--- src/rtl/dram_req_arbiter_if.sv ---
// Client and DRAM-controller signal bundle for dram_req_arbiter.
// The arbiter uses the slave modport; the client/controller side uses master.
interface dram_req_arbiter_if;
    // read clients: pixel feeder (pf) and graphics command fetch (gp)
    logic         pf_req;
    logic [30:0]  pf_addr;
    logic         pf_ack;
    logic         pf_rd_valid;
    logic         gp_req;
    logic [30:0]  gp_addr;
    logic         gp_ack;
    logic         gp_rd_valid;
    logic [127:0] rd_data;

    // write clients: frame filler (ff) and line engine (le)
    logic         ff_req;
    logic [30:0]  ff_addr;
    logic [255:0] ff_wdata;
    logic [31:0]  ff_wmask;
    logic         ff_ack;
    logic         le_req;
    logic [30:0]  le_addr;
    logic [255:0] le_wdata;
    logic [31:0]  le_wmask;
    logic         le_ack;

    // DRAM controller FIFOs
    logic         af_full;
    logic         af_wr_en;
    logic [30:0]  af_addr_din;
    logic [2:0]   af_cmd_din;
    logic         wdf_full;
    logic         wdf_wr_en;
    logic [127:0] wdf_din;
    logic [15:0]  wdf_mask_din;
    logic         rdf_valid;
    logic [127:0] rdf_dout;
    logic         rdf_rd_en;

    modport master (
        output pf_req, pf_addr, gp_req, gp_addr,
        output ff_req, ff_addr, ff_wdata, ff_wmask,
        output le_req, le_addr, le_wdata, le_wmask,
        output af_full, wdf_full, rdf_valid, rdf_dout,
        input  pf_ack, pf_rd_valid, gp_ack, gp_rd_valid, rd_data,
        input  ff_ack, le_ack,
        input  af_wr_en, af_addr_din, af_cmd_din,
        input  wdf_wr_en, wdf_din, wdf_mask_din, rdf_rd_en
    );

    modport slave (
        input  pf_req, pf_addr, gp_req, gp_addr,
        input  ff_req, ff_addr, ff_wdata, ff_wmask,
        input  le_req, le_addr, le_wdata, le_wmask,
        input  af_full, wdf_full, rdf_valid, rdf_dout,
        output pf_ack, pf_rd_valid, gp_ack, gp_rd_valid, rd_data,
        output ff_ack, le_ack,
        output af_wr_en, af_addr_din, af_cmd_din,
        output wdf_wr_en, wdf_din, wdf_mask_din, rdf_rd_en
    );
endinterface

--- src/rtl/dram_req_arbiter.sv ---
// Four-client DRAM request arbiter: pf has absolute priority, gp/ff/le round-robin,
// writes issue as two-beat bursts, read beats are steered by an in-order tag queue.
module dram_req_arbiter #(
    parameter int TAG_DEPTH = 8
) (
    input  logic               clk,
    input  logic               rst,
    dram_req_arbiter_if.slave  bus,
    output logic               o_orphan_err
);
    localparam int AW = $clog2(TAG_DEPTH);

    localparam logic [0:0] ST_IDLE  = 1'b0;
    localparam logic [0:0] ST_WR_B1 = 1'b1;

    localparam logic [1:0] RR_GP = 2'd0;
    localparam logic [1:0] RR_FF = 2'd1;
    localparam logic [1:0] RR_LE = 2'd2;
    localparam logic [2:0] RR_IS_WRITE = 3'b110;

    localparam logic [2:0] CMD_WRITE = 3'b000;
    localparam logic [2:0] CMD_READ  = 3'b001;

    localparam logic [AW:0] TAG_FULL_COUNT = (AW+1)'(TAG_DEPTH);

    logic [0:0]    r_state;
    logic [1:0]    r_rr_ptr;
    logic          r_wr_id;
    logic          r_tags [TAG_DEPTH];
    logic [AW-1:0] r_tag_wr_ptr;
    logic [AW-1:0] r_tag_rd_ptr;
    logic [AW:0]   r_tag_count;
    logic          r_beat;
    logic          r_orphan;

    logic          w_run;
    logic          w_idle;
    logic          w_rd_ok;
    logic          w_wr_ok;
    logic [2:0]    w_rr_req;
    logic [2:0]    w_rr_elig;
    logic [1:0]    w_rr_idx1;
    logic [1:0]    w_rr_idx2;
    logic          w_rr_hit;
    logic [1:0]    w_rr_win;
    logic          w_pf_go;
    logic          w_rr_go;
    logic          w_gp_go;
    logic          w_ff_go;
    logic          w_le_go;
    logic          w_wr_go;
    logic          w_push;
    logic          w_b1_go;
    logic          w_rdf_pop;
    logic          w_tag_busy;
    logic          w_tag_head;
    logic          w_tag_pop;

    function automatic logic [1:0] rr_add(input logic [1:0] p, input logic [1:0] k);
        logic [2:0] s;
        s = {1'b0, p} + {1'b0, k};
        if (s >= 3'd3) begin
            s = s - 3'd3;
        end
        return s[1:0];
    endfunction

    // Every output is gated by the reset so the port goes quiet the moment rst drops.
    assign w_run  = rst;
    assign w_idle = w_run && (r_state == ST_IDLE);

    assign w_rd_ok = !bus.af_full && (r_tag_count != TAG_FULL_COUNT);
    assign w_wr_ok = !bus.af_full && !bus.wdf_full;

    assign w_rr_req = {bus.le_req, bus.ff_req, bus.gp_req};

    generate
        for (genvar gi = 0; gi < 3; gi++) begin : g_elig
            assign w_rr_elig[gi] = w_rr_req[gi] && (RR_IS_WRITE[gi] ? w_wr_ok : w_rd_ok);
        end
    endgenerate

    assign w_rr_idx1 = rr_add(r_rr_ptr, 2'd1);
    assign w_rr_idx2 = rr_add(r_rr_ptr, 2'd2);

    // First eligible client starting at the pointer wins.
    always_comb begin
        w_rr_hit = 1'b1;
        w_rr_win = r_rr_ptr;
        if (w_rr_elig[r_rr_ptr]) begin
            w_rr_win = r_rr_ptr;
        end else if (w_rr_elig[w_rr_idx1]) begin
            w_rr_win = w_rr_idx1;
        end else if (w_rr_elig[w_rr_idx2]) begin
            w_rr_win = w_rr_idx2;
        end else begin
            w_rr_hit = 1'b0;
        end
    end

    assign w_pf_go = w_idle && bus.pf_req && w_rd_ok;
    assign w_rr_go = w_idle && !w_pf_go && w_rr_hit;
    assign w_gp_go = w_rr_go && (w_rr_win == RR_GP);
    assign w_ff_go = w_rr_go && (w_rr_win == RR_FF);
    assign w_le_go = w_rr_go && (w_rr_win == RR_LE);
    assign w_wr_go = w_ff_go || w_le_go;
    assign w_push  = w_pf_go || w_gp_go;
    assign w_b1_go = w_run && (r_state == ST_WR_B1) && !bus.wdf_full;

    // Command issue to the address FIFO
    always_comb begin
        bus.af_wr_en    = w_push || w_wr_go;
        bus.af_cmd_din  = w_push ? CMD_READ : CMD_WRITE;
        bus.af_addr_din = '0;
        if (w_pf_go) begin
            bus.af_addr_din = bus.pf_addr;
        end else if (w_gp_go) begin
            bus.af_addr_din = bus.gp_addr;
        end else if (w_ff_go) begin
            bus.af_addr_din = bus.ff_addr;
        end else if (w_le_go) begin
            bus.af_addr_din = bus.le_addr;
        end
    end

    // Write data: low half on the grant cycle, high half from the latched writer in WR_B1.
    always_comb begin
        bus.wdf_wr_en    = 1'b0;
        bus.wdf_din      = '0;
        bus.wdf_mask_din = '0;
        if (w_ff_go) begin
            bus.wdf_wr_en    = 1'b1;
            bus.wdf_din      = bus.ff_wdata[127:0];
            bus.wdf_mask_din = bus.ff_wmask[15:0];
        end else if (w_le_go) begin
            bus.wdf_wr_en    = 1'b1;
            bus.wdf_din      = bus.le_wdata[127:0];
            bus.wdf_mask_din = bus.le_wmask[15:0];
        end else if (w_b1_go) begin
            bus.wdf_wr_en    = 1'b1;
            bus.wdf_din      = r_wr_id ? bus.le_wdata[255:128] : bus.ff_wdata[255:128];
            bus.wdf_mask_din = r_wr_id ? bus.le_wmask[31:16]   : bus.ff_wmask[31:16];
        end
    end

    assign bus.pf_ack = w_pf_go;
    assign bus.gp_ack = w_gp_go;
    assign bus.ff_ack = w_b1_go && !r_wr_id;
    assign bus.le_ack = w_b1_go &&  r_wr_id;

    // Read return path: purely combinational from the read-data FIFO head.
    assign w_rdf_pop   = w_run && bus.rdf_valid;
    assign w_tag_busy  = (r_tag_count != '0);
    assign w_tag_head  = r_tags[r_tag_rd_ptr];
    assign w_tag_pop   = w_rdf_pop && w_tag_busy && r_beat;

    assign bus.rdf_rd_en   = w_rdf_pop;
    assign bus.rd_data     = w_run ? bus.rdf_dout : '0;
    assign bus.pf_rd_valid = w_rdf_pop && w_tag_busy && !w_tag_head;
    assign bus.gp_rd_valid = w_rdf_pop && w_tag_busy &&  w_tag_head;
    assign o_orphan_err    = w_run && r_orphan;

    // Tag storage needs no reset: only entries below the count are ever read.
    always_ff @(posedge clk) begin
        if (w_push) begin
            r_tags[r_tag_wr_ptr] <= w_gp_go;
        end
    end

    always_ff @(posedge clk or negedge rst) begin
        if (!rst) begin
            r_tag_wr_ptr <= '0;
            r_tag_rd_ptr <= '0;
            r_tag_count  <= '0;
            r_beat       <= 1'b0;
            r_orphan     <= 1'b0;
        end else begin
            if (w_push) begin
                r_tag_wr_ptr <= r_tag_wr_ptr + 1'b1;
            end
            if (w_tag_pop) begin
                r_tag_rd_ptr <= r_tag_rd_ptr + 1'b1;
            end
            case ({w_push, w_tag_pop})
                2'b10:   r_tag_count <= r_tag_count + 1'b1;
                2'b01:   r_tag_count <= r_tag_count - 1'b1;
                default: r_tag_count <= r_tag_count;
            endcase
            if (w_rdf_pop && w_tag_busy) begin
                r_beat <= ~r_beat;
            end
            if (w_rdf_pop && !w_tag_busy) begin
                r_orphan <= 1'b1;
            end
        end
    end

    always_ff @(posedge clk or negedge rst) begin
        if (!rst) begin
            r_state  <= ST_IDLE;
            r_rr_ptr <= RR_GP;
            r_wr_id  <= 1'b0;
        end else begin
            if (w_rr_go) begin
                r_rr_ptr <= rr_add(w_rr_win, 2'd1);
            end
            if (w_wr_go) begin
                r_state <= ST_WR_B1;
                r_wr_id <= w_le_go;
            end else if (w_b1_go) begin
                r_state <= ST_IDLE;
            end
        end
    end
endmodule

--- src/flat_wrapper.sv ---
// flat-port wrapper written by rule: the top's interface ports become plain ports
module dram_req_arbiter_flat 
#(
    parameter int TAG_DEPTH = 8
)
  (clk, rst, o_orphan_err, bus_pf_req, bus_pf_addr, bus_gp_req, bus_gp_addr, bus_ff_req, bus_ff_addr, bus_ff_wdata, bus_ff_wmask, bus_le_req, bus_le_addr, bus_le_wdata, bus_le_wmask, bus_af_full, bus_wdf_full, bus_rdf_valid, bus_rdf_dout, bus_pf_ack, bus_pf_rd_valid, bus_gp_ack, bus_gp_rd_valid, bus_rd_data, bus_ff_ack, bus_le_ack, bus_af_wr_en, bus_af_addr_din, bus_af_cmd_din, bus_wdf_wr_en, bus_wdf_din, bus_wdf_mask_din, bus_rdf_rd_en);
  dram_req_arbiter_if bus_i ();
  input  logic clk;
  input  logic rst;
  output logic o_orphan_err;
  input wire logic [$bits(bus_i.pf_req)-1:0] bus_pf_req;
  input wire logic [$bits(bus_i.pf_addr)-1:0] bus_pf_addr;
  input wire logic [$bits(bus_i.gp_req)-1:0] bus_gp_req;
  input wire logic [$bits(bus_i.gp_addr)-1:0] bus_gp_addr;
  input wire logic [$bits(bus_i.ff_req)-1:0] bus_ff_req;
  input wire logic [$bits(bus_i.ff_addr)-1:0] bus_ff_addr;
  input wire logic [$bits(bus_i.ff_wdata)-1:0] bus_ff_wdata;
  input wire logic [$bits(bus_i.ff_wmask)-1:0] bus_ff_wmask;
  input wire logic [$bits(bus_i.le_req)-1:0] bus_le_req;
  input wire logic [$bits(bus_i.le_addr)-1:0] bus_le_addr;
  input wire logic [$bits(bus_i.le_wdata)-1:0] bus_le_wdata;
  input wire logic [$bits(bus_i.le_wmask)-1:0] bus_le_wmask;
  input wire logic [$bits(bus_i.af_full)-1:0] bus_af_full;
  input wire logic [$bits(bus_i.wdf_full)-1:0] bus_wdf_full;
  input wire logic [$bits(bus_i.rdf_valid)-1:0] bus_rdf_valid;
  input wire logic [$bits(bus_i.rdf_dout)-1:0] bus_rdf_dout;
  output wire logic [$bits(bus_i.pf_ack)-1:0] bus_pf_ack;
  output wire logic [$bits(bus_i.pf_rd_valid)-1:0] bus_pf_rd_valid;
  output wire logic [$bits(bus_i.gp_ack)-1:0] bus_gp_ack;
  output wire logic [$bits(bus_i.gp_rd_valid)-1:0] bus_gp_rd_valid;
  output wire logic [$bits(bus_i.rd_data)-1:0] bus_rd_data;
  output wire logic [$bits(bus_i.ff_ack)-1:0] bus_ff_ack;
  output wire logic [$bits(bus_i.le_ack)-1:0] bus_le_ack;
  output wire logic [$bits(bus_i.af_wr_en)-1:0] bus_af_wr_en;
  output wire logic [$bits(bus_i.af_addr_din)-1:0] bus_af_addr_din;
  output wire logic [$bits(bus_i.af_cmd_din)-1:0] bus_af_cmd_din;
  output wire logic [$bits(bus_i.wdf_wr_en)-1:0] bus_wdf_wr_en;
  output wire logic [$bits(bus_i.wdf_din)-1:0] bus_wdf_din;
  output wire logic [$bits(bus_i.wdf_mask_din)-1:0] bus_wdf_mask_din;
  output wire logic [$bits(bus_i.rdf_rd_en)-1:0] bus_rdf_rd_en;
  assign bus_i.pf_req = bus_pf_req;
  assign bus_i.pf_addr = bus_pf_addr;
  assign bus_i.gp_req = bus_gp_req;
  assign bus_i.gp_addr = bus_gp_addr;
  assign bus_i.ff_req = bus_ff_req;
  assign bus_i.ff_addr = bus_ff_addr;
  assign bus_i.ff_wdata = bus_ff_wdata;
  assign bus_i.ff_wmask = bus_ff_wmask;
  assign bus_i.le_req = bus_le_req;
  assign bus_i.le_addr = bus_le_addr;
  assign bus_i.le_wdata = bus_le_wdata;
  assign bus_i.le_wmask = bus_le_wmask;
  assign bus_i.af_full = bus_af_full;
  assign bus_i.wdf_full = bus_wdf_full;
  assign bus_i.rdf_valid = bus_rdf_valid;
  assign bus_i.rdf_dout = bus_rdf_dout;
  assign bus_pf_ack = bus_i.pf_ack;
  assign bus_pf_rd_valid = bus_i.pf_rd_valid;
  assign bus_gp_ack = bus_i.gp_ack;
  assign bus_gp_rd_valid = bus_i.gp_rd_valid;
  assign bus_rd_data = bus_i.rd_data;
  assign bus_ff_ack = bus_i.ff_ack;
  assign bus_le_ack = bus_i.le_ack;
  assign bus_af_wr_en = bus_i.af_wr_en;
  assign bus_af_addr_din = bus_i.af_addr_din;
  assign bus_af_cmd_din = bus_i.af_cmd_din;
  assign bus_wdf_wr_en = bus_i.wdf_wr_en;
  assign bus_wdf_din = bus_i.wdf_din;
  assign bus_wdf_mask_din = bus_i.wdf_mask_din;
  assign bus_rdf_rd_en = bus_i.rdf_rd_en;
  dram_req_arbiter #(.TAG_DEPTH(TAG_DEPTH)) u_core (.clk(clk), .rst(rst), .bus(bus_i), .o_orphan_err(o_orphan_err));
endmodule
--- config.mk ---
export PLATFORM = sky130hd
export DESIGN_NAME = dram_req_arbiter_flat
export DESIGN_NICKNAME = d
export VERILOG_FILES = /design/src/rtl/dram_req_arbiter_if.sv /design/src/rtl/dram_req_arbiter.sv /design/src/flat_wrapper.sv
export SDC_FILE = /design/constraint.sdc
export NUM_CORES = 1
export LEC_CHECK = 0
export CAP_MARGIN = 5
export CORE_AREA = 2 2 454 456
export DETAILED_ROUTE_END_ITERATION = 6
export DIE_AREA = 0 0 456 458
export PLACE_DENSITY = 0.3
export SLEW_MARGIN = 20
export SYNTH_ARGS = -nofsm -noshare
export SYNTH_HDL_FRONTEND = slang
export SYNTH_SLANG_ARGS = --single-unit
--- constraint.sdc ---
create_clock -name clk -period 5.1 [get_ports clk]
set_clock_uncertainty 0.2 [all_clocks]
set_input_delay 0.51 -clock clk [delete_from_list [all_inputs] [get_ports clk]]
set_output_delay 0.51 -clock clk [all_outputs]
set_load 0.005 [all_outputs]
==> results.py <==
metrics = {
    "run_status": {
        "status": "finished, final reports clean",
    },
    "timing": {
        "final.setup.tns_ns": 0,
        "maxSlewViolCount": 0,
        "tightest_slew_ns": 0.7506,
        "slew_headroom": 0.4996,
        "fin_crit_ns": 4.981,
        "max_freq_mhz": 200.8,
        "finalCritPeriodShare": 0.9767,
        "finalSetupViolations": 0,
        "hold_viol": 0,
    },
    "yosys": {
        "synthCells": 1248,
        "synthFlopType": "dfrtp_1",
        "synth-seq-area-share": 0.07586,
        "synth-seq-cells": 24,
        "avgSynthCellArea_um2": 6.766,
        "synthTopCellsByArea": "o211ai_1 13%, a211oi_1 13%, a22oi_1 13%",
        "yosys.area.top_type": "o211ai_1",
        "synth_edf_count": 8,
        "yosys_warnings": 0,
        "async_flop_share": 0.6667,
        "yosysUniqueCellTypes": 60,
        "synth_top_cell_area_share": 0.1298,
        "netlist_area_mm2": 0.008444,
    },
    "placed_design": {
        "place_hpwl_um": 137200,
        "routabilityCongestion": 0.8745,
        "dp_cells": 5059,
        "io_buffers": 1150,
    },
    "clock_tree": {
        "cts_buffer_depth": 2,
        "cts.sinks": 24,
        "root_buffer": "clkbuf_16",
        "cts_buffers": 3,
        "htreeDepth": 1,
        "clk_latency_ns": 0.26,
        "path_clk_slew_ns": 0.06,
        "tritoncts": "yes",
    },
    "setup_path": {
        "endpoint_kind": "primary output",
        "r2r_end": "u_core.r_tag_count[2]$_DFFE_PN0P_",
        "startpoint_type": "flop",
        "path_class": "flop to primary output",
        "path_cells": "ha_1 -> buf_4 -> a21o_1 -> a221o_1 -> buf_4 -> a221oi_4 -> or4_4 -> ha_2 -> and2_4 -> buf_6 -> o211ai_1 -> a31oi_2 -> clkdlybuf4s50_1",
        "cp_common_cell": "buf_4",
        "cp_slowest_cell": "clkdlybuf4s50_1",
        "path_max_fanout": 22,
        "slowest_delay_ns": 0.56,
        "r2r_slack_ns": 0.71,
        "reg2reg_depth": 18,
        "r2r_start": "u_core.r_rr_ptr[1]$_DFFE_PN0N_",
        "arrival_ns": 4.27,
        "critPathRequiredTime_ns": 4.39,
        "crit_family": "compound AO/OA/AOI/OAI gates",
        "path_buf_inv": 4,
    },
    "cells_and_area": {
        "final_net_count": 3240,
        "layout.cells.non_filler": 5097,
        "syn_to_final_growth_pct": 200.2,
        "final_layout_size_suffix_gt1_frac": 0.1313,
        "layout_common_cells": "1,057 x clkdlybuf4s50_1, 152 x buf_4, 146 x o211ai_1, 144 x a22oi_1, 139 x a211oi_1",
        "utilization": 0.1244,
        "final_common_cell": "clkdlybuf4s50_1",
    },
    "route": {
        "drt-initial-drc-count": 1096,
        "antenna_left": 0,
        "remaining_drc_errors": 0,
        "vias": 16300,
        "routed_via_density": 3.198,
        "routed_wl_um": 159000,
        "drt-pass1-iter-count": 7,
        "avgRoutedWirePerCell_um": 31.19,
    },
    "power": {
        "power_density_mw_per_mm2": 351.4,
        "p_total_mw": 8.907,
        "p_leak_nw": 7.948,
        "ir_worst_vdd_v": 0.0002970,
    },
    "min_path": {
        "holdPathEnd": "u_core.r_beat$_DFFE_PN0P_",
        "hold_path.class": "flop to flop",
        "hold_depth": 1,
        "min-delay-start": "u_core.r_beat$_DFFE_PN0P_",
    },
    "flow_run": {
        "drv_cap": 0,
    },
    "grt": {
        "track_usage": 0.1437,
        "grt_pass1_wl_um": 195900,
        "grt_pass1_vias": 17050,
        "grt_overflow_total": 0,
        "grt_max_degree": 127,
        "antenna_found_initial": 114,
    },
    "die": {
        "rows": 166,
        "fp.dieW_um": 456,
        "dieArea_mm2": 0.2088,
        "io-pin-count": 1153,
        "coreArea_mm2": 0.2038,
        "start_util": 0.04144,
        "die_h_um": 458,
    },
}
-- through the flow --
stage / instance area [µm²] / worst slack (ns) / hold slack [ns]
after floorplan: 8448 / 0.7354 / 0.01441
after global placement: 24760 / -0.5104 / 0.1704
after detailed placement: 24760 / -0.3524 / 0.1673
after CTS: 25170 / -0.008041 / 0.2679
after global routing: 25320 / -0.01118 / 0.3180
final: 25350 / 0.1187 / 0.2639
-- sequential cells by signal, indices dropped and copies added, names as in the netlist --
register	count
u_core.r_rr_ptr	2
u_core.r_wr_id	1
u_core.r_orphan	1
u_core.r_tags	8
u_core.r_state	1
u_core.r_beat	1
u_core.r_tag_wr_ptr	3
u_core.r_tag_rd_ptr	3
u_core.r_tag_count	4
-- synthesized netlist by cell type (3+ instances only) --
cell and instances:
a211oi_1 144, a21o_1 3, a21oi_1 37, a22o_1 32
a22oi_1 144, a31oi_1 144, and2_1 133, and4_1 3
buf_1 5, buf_2 57, buf_4 14, buf_6 5
clkbuf_1 112, dfrtp_1 16, edfxtp_1 8, ha_1 10
inv_1 9, mux2_2 5, nand2_1 73, nand3_1 4
nand3b_1 3, nor2_1 39, nor2b_1 3, nor3_1 4
nor4_1 6, o211ai_1 146, o21ai_0 38, o22ai_1 3
xnor2_1 7, xor2_1 3
-- how the worst max path moves through the flow --
stage,slack [ns],endpoint,depth (start not counted),startpoint
final,0.12,bus_wdf_din[27],13,u_core.r_rr_ptr[1]$_DFFE_PN0N_
after global routing,-0.01,bus_wdf_din[72],15,u_core.r_rr_ptr[1]$_DFFE_PN0N_
after CTS,-0.008,bus_wdf_din[118],15,bus_af_full
after detailed placement,-0.35,bus_wdf_din[3],15,bus_le_req
after global placement,-0.51,bus_wdf_din[67],14,bus_le_req
after floorplan,0.74,u_core.r_tag_count[2]$_DFFE_PN0P_,20,u_core.r_rr_ptr[0]$_DFFE_PN0N_
-- final cells by class --
cell class | instances | area (µm²)
multi-input combinational | 1022 | 7101
fill | 23430 | 178400
clock inverter | 1 | 3.754
clock buffer | 3 | 75.07
inverter | 10 | 37.54
antenna | 17 | 42.54
tap | 2688 | 3363
timing repair buffer | 1332 | 14080
sequential | 24 | 641.9
-- power by group --
part | internal [mW] | leakage (nW) | switching (mW)
Sequential | 0.273 | 0.263 | 0.0860
Combinational | 3.66 | 7.65 | 4.71
Clock | 0.105 | 0.0386 | 0.0715
Total | 4.04 | 7.95 | 4.87
-- logic make-up (layout without fill, tap and decap cells) --
| logic type | after synthesis | count (layout) | share of synthesized area |
|---|---|---|---|
| AND/OR/NAND/NOR | 283 | 283 | 0.1793 |
| adder cells (fa/ha/maj) | 10 | 10 | 0.01482 |
| XOR/XNOR | 10 | 10 | 0.01037 |
| multiplexers | 9 | 9 | 0.01437 |
| buffers and inverters | 203 | 1346 | 0.1093 |
| other | 1 | 19 | 0.0004441 |
| flip-flops | 24 | 24 | 0.07586 |
| AO/OA/AOI/OAI | 708 | 708 | 0.5955 |
-- metal layers --
layer  track usage  up-vias  part of all wire
met2        0.2760      791              0.54
met4       0.01872       52             0.013
met5             0        -            0.0021
met1        0.1603     7958              0.38
met3       0.03684      190             0.065
li1              -     7308                 -
-- worst register-to-register path: cells and delay by family, from the launching register on --
kind | cells | cell delay (ns)
AOI/OAI and AO/OA | 6 | 1.22
xor gates and xnor gates | 3 | 0.42
adders and majority gates | 4 | 1.10
buffers and inverters | 2 | 0.38
DFF | 1 | 0.46
and+or+nand+nor | 3 | 0.49
-- what timing repair did --
item | in CTS | in global routing
endpoints found under the setup margin | 114 | 114
pin swaps | 5 | 8
gates resized for setup | 27 | 21
gates cloned | 2 | 1
setup buffers | 11 | 2
endpoints found under the hold margin | 2 | 0
hold buffers | 1 | 0
Note: power is estimated with default switching activity, not from simulation.
